**src/rtl/jam_cost_server.sv**
```systemverilog
// Responder for the JAM cost-matrix read port. It loads an 8x8 cost matrix from a stream,
// serves registered W/J reads, then captures and checks the solver result or times out.
module jam_cost_server #(
    parameter int COST_W  = 7,
    parameter int N       = 8,
    parameter int TIMEOUT = 50000
) (
    input  logic              CLK,
    input  logic              RST_N,
    input  logic              load_valid,
    input  logic [COST_W-1:0] load_data,
    output logic              load_ready,
    output logic              jam_rst,
    input  logic [2:0]        W,
    input  logic [2:0]        J,
    output logic [COST_W-1:0] Cost,
    input  logic              Valid,
    input  logic [9:0]        MinCost,
    input  logic [3:0]        MatchCount,
    input  logic [9:0]        exp_min_cost,
    input  logic [3:0]        exp_match_count,
    output logic              done,
    output logic              pass,
    output logic              timeout,
    output logic [9:0]        res_min_cost,
    output logic [3:0]        res_match_count,
    output logic [15:0]       cycle_count
);

    typedef enum logic [1:0] {
        LOAD  = 2'd0,
        SERVE = 2'd1,
        DONE  = 2'd2
    } state_t;

    localparam logic [15:0] LAST_CYCLE = 16'(TIMEOUT - 1);

    state_t            state;
    logic [5:0]        idx;
    logic [COST_W-1:0] mat [0:N*N-1];
    logic              xfer;

    assign xfer = (state == LOAD) && load_valid && load_ready;

    // Matrix storage has no reset; a fresh load after every reset defines it.
    always_ff @(posedge CLK) begin
        if (xfer) begin
            mat[idx] <= load_data;
        end
    end

    always_ff @(posedge CLK or negedge RST_N) begin
        if (!RST_N) begin
            state           <= LOAD;
            idx             <= 6'd0;
            jam_rst         <= 1'b1;
            load_ready      <= 1'b1;
            Cost            <= '0;
            done            <= 1'b0;
            pass            <= 1'b0;
            timeout         <= 1'b0;
            res_min_cost    <= 10'd0;
            res_match_count <= 4'd0;
            cycle_count     <= 16'd0;
        end else begin
            case (state)
                LOAD: begin
                    if (xfer) begin
                        idx <= idx + 6'd1;
                        if (idx == 6'd63) begin
                            state      <= SERVE;
                            load_ready <= 1'b0;
                            jam_rst    <= 1'b0;
                        end
                    end
                end
                SERVE: begin
                    Cost        <= mat[{W, J}];
                    cycle_count <= cycle_count + 16'd1;
                    // A result arriving on the last allowed cycle still counts as a capture.
                    if (Valid) begin
                        res_min_cost    <= MinCost;
                        res_match_count <= MatchCount;
                        pass            <= (MinCost == exp_min_cost) &&
                                           (MatchCount == exp_match_count);
                        done            <= 1'b1;
                        state           <= DONE;
                    end else if (cycle_count == LAST_CYCLE) begin
                        timeout <= 1'b1;
                        done    <= 1'b1;
                        state   <= DONE;
                    end
                end
                DONE: begin
                    Cost <= mat[{W, J}];
                end
                default: begin
                    state <= LOAD;
                end
            endcase
        end
    end

endmodule

```
**config.mk**
```make
export PLATFORM = sky130hd
export DESIGN_NAME = jam_cost_server
export DESIGN_NICKNAME = d
export VERILOG_FILES = /design/src/rtl/jam_cost_server.sv
export SDC_FILE = /design/constraint.sdc
export NUM_CORES = 1
export LEC_CHECK = 0
export CAP_MARGIN = 15
export CELL_PAD_IN_SITES_DETAIL_PLACEMENT = 0
export CELL_PAD_IN_SITES_GLOBAL_PLACEMENT = 1
export CORE_MARGIN = 4
export CORE_UTILIZATION = 57
export CTS_CLUSTER_DIAMETER = 100
export DETAILED_ROUTE_END_ITERATION = 6
export PLACE_DENSITY_LB_ADDON = 0.3
export SLEW_MARGIN = 15
export SYNTH_ARGS = -nofsm -noshare
export SYNTH_HDL_FRONTEND = slang
export SYNTH_SLANG_ARGS = --single-unit
export TNS_END_PERCENT = 30
```
**constraint.sdc**
```tcl
create_clock -name CLK -period 4.81 [get_ports CLK]
set_clock_uncertainty 0.15 [all_clocks]
set_input_delay 0.481 -clock CLK [delete_from_list [all_inputs] [get_ports CLK]]
set_output_delay 0.481 -clock CLK [all_outputs]
set_load 0.02 [all_outputs]
```
==> impl_metrics.tcl <==
set metrics [dict create \
    setup_total_negative_slack_ns 0 \
    antenna_found_initial 0 \
    critPathRequiredTime_ns 4.83 \
    achievable-frequency_mhz 324 \
    run_status "finished clean" \
    syn_nets 1016 \
    critPathSlowestCell "sky130_fd_sc_hd__nor2_1" \
    grt.overflow.total 0 \
    initial_core_util_pct 58.4 \
    finish.net_count 1116 \
    critical_path_arrival_ns 3.11 \
    crit_path_start_kind "register" \
    p_leak_nw 7.51 \
    cts_resized 0 \
    layout.cells.most_common_list "sky130_fd_sc_hd__edfxtp_1, sky130_fd_sc_hd__mux4_2, sky130_fd_sc_hd__clkdlybuf4s50_1" \
    globalRouteMet2Util_pct 33.5 \
    power_density_nw_per_um2 389 \
    global_route_wire_length_before_repair_um 60300 \
    placement.cell_area_um2 21000 \
    worstSetupEndpointType "register" \
    synth_enable_flop_cells 448 \
    die-width_um 194 \
    synth-seq-cells 497 \
    fin_crit_ns 3.09 \
    cp_cell_sequence "inv_1 > ha_1 > and3_1 > and2_1 > nand3_1 > nor2_1" \
    final_setup_viols 0 \
    slew_headroom_pct 22.2 \
    portBuffers 86 \
    gp_congestion 0.798 \
    p_total_mw 8.78 \
    design_area_um2 22600 \
    post_synth_num_cell_types 48 \
    globalRoute.busiestLayer "met2" \
    die_h_um 194 \
    irDropWorstVdd_mv 0.386 \
    slew_viol_final 0 \
    clock_sinks 497 \
    synth.avg_cell_area_um2 20.5 \
    grt_start_max_net_pins 65 \
    hold_viol 0 \
    cts.root.buffer_cell "sky130_fd_sc_hd__clkbuf_16" \
    drt_wl_total_um 39300 \
    routed_wire_length_per_instance_um 25.3 \
    grt.met3_usage_pct 3.04 \
    postCtsSetupBuffers 0 \
    grt_util_met1_pct 31.4 \
    post-place-ws_ns 1.51 \
    synth_sequential_area_ratio_pct 74.2 \
    hold_ws_ns 0.329 \
    clock_transition_time_at_the_flip_flop_clock_pins_of_the_worst_setup_and_hold_paths_ns 0.06 \
    synthesis.instances 966 \
    dieArea_um2 37700 \
    crit_path_max_fanout 10 \
    path_class "register to register" \
    htree_levels 2 \
    max_cap_viol_count 0 \
    async_sr_flop_fraction_pct 9.86 \
    area_of_the_core_region_um2 33900 \
    track_usage_pct 20.9 \
    final_antenna_net_count 0 \
    rsz0062_at_grt "false" \
    ioPinCount 87 \
    first_global_vias 9714 \
    most_common_cell_after_layout_fill_and_taps_aside "sky130_fd_sc_hd__edfxtp_1" \
    post-route-worst-setup-slack_ns 1.72 \
    detail_route.vias_per_cell 6.07 \
    post_synth_instance_area_um2 19800 \
    cts_buffers 48 \
    drc_violation_count_after_routing 0 \
    clockBufferDepth 3 \
    biggest_cell_delay_along_the_critical_path_ns 0.80 \
    holdCritPathClass "register to register" \
    cts-hold-fix-buffers 1 \
    synthToLayoutAreaGrowth_pct 14.1 \
    num_antenna_cells 0 \
    clk-insertion-delay-late_ns 0.55 \
    layout_worst_path_cycle_share_pct 64.2 \
    yosys_warnings 0 \
    post_route_cells_drive_above_1_share_pct 21.5 \
    yosys_most_used_dff "sky130_fd_sc_hd__edfxtp_1" \
    cts_tree "yes" \
    detailedPlacementHpwl_um 24200 \
    rows 67 \
    worst_pin_slew_ns 1.17 \
    vias 9416 \
    detail_route.first_pass.iterations 5 \
    first_iter_violations 988 \
]
routing by layer:
| metal | part of all wire, % | vias up |
|---|---|---|
| li1 | - | 4132 |
| met1 | 43 | 4916 |
| met2 | 49 | 314 |
| met3 | 6.8 | 54 |
| met4 | 1.9 | 0 |
| met5 | 0 | - |
worst max-delay path: cells and delay by family (launching register included):
kind | cells | cell delay (ns)
flops | 1 | 0.40
fa+ha+maj | 1 | 0.20
buf+inv | 1 | 0.09
simple gates | 4 | 1.87
power by group:
part / switching [mW] / leakage (nW) / internal (mW)
combinational: 0.210 / 2.08 / 0.163
sequential: 0 / 4.67 / 4.71
clock: 1.51 / 0.764 / 2.18
final cells by class:
| cell class | count | area (um^2) |
|---|---|---|
| Sequential cell | 497 | 14700 |
| Fill cell | 2215 | 11300 |
| Multi-Input combinational cell | 409 | 4780 |
| Clock buffer | 59 | 1260 |
| Timing Repair Buffer | 99 | 956 |
| Tap cell | 448 | 561 |
| Clock inverter | 28 | 285 |
| Inverter | 11 | 41.3 |
state kept, by name (all words and copies together) (netlist names), 2 cells and up:
name             flops
mat                448
cycle_count         16
res_min_cost        10
Cost                 7
idx                  6
res_match_count      4
state                2
cells by family (layout without fill, tap and decap cells):
| logic type | Yosys count | in the layout | synth area share, % |
|---|---|---|---|
| and+or+nand+nor | 144 | 144 | 3.43 |
| buffers and inverters | 60 | 197 | 1.60 |
| xor gates and xnor gates | 34 | 34 | 1.51 |
| adders and majority gates | 5 | 5 | 0.316 |
| muxes | 185 | 185 | 17.1 |
| AOI/OAI and AO/OA | 41 | 41 | 1.78 |
| DFF | 497 | 497 | 74.2 |
stage by stage:
step	instances	util [%]
detailed placement	1462	61.9
global route	1551	66.6
CTS	1550	66.5
floorplan	966	-
finish	1551	66.6
global placement	1462	61.9
Yosys cell counts (10+ instances only):
cell type                  instances  area (um^2)
sky130_fd_sc_hd__mux4_1           20          526
sky130_fd_sc_hd__nand3_1          16         80.1
sky130_fd_sc_hd__mux2i_1          28          280
sky130_fd_sc_hd__buf_1            10         37.5
sky130_fd_sc_hd__xor2_1           18          158
sky130_fd_sc_hd__xnor2_1          16          140
sky130_fd_sc_hd__mux2_2           44          495
sky130_fd_sc_hd__nand2_1          15         56.3
sky130_fd_sc_hd__inv_1            11         41.3
sky130_fd_sc_hd__a22oi_1          14          105
sky130_fd_sc_hd__edfxtp_1        448        13500
sky130_fd_sc_hd__mux4_2           92         2070
sky130_fd_sc_hd__buf_2            11         55.1
sky130_fd_sc_hd__clkbuf_1         19         71.3
sky130_fd_sc_hd__nor2_1           74          278
sky130_fd_sc_hd__dfrtp_1          48         1200
worst paths after layout:
check,start,endpoint,slack [ns],depth (start not counted)
worst max-delay path,state[0],mat[15][4],1.72,6
worst min-delay path,done,done,0.33,1
worst max register to register,state[0],mat[15][4],1.72,6
worst min register to register,done,done,0.33,1
max in group asynchronous,RST_N,idx[4],3.62,3
min in group asynchronous,RST_N,pass,0.43,3
(Power assumes the default switching activity.)
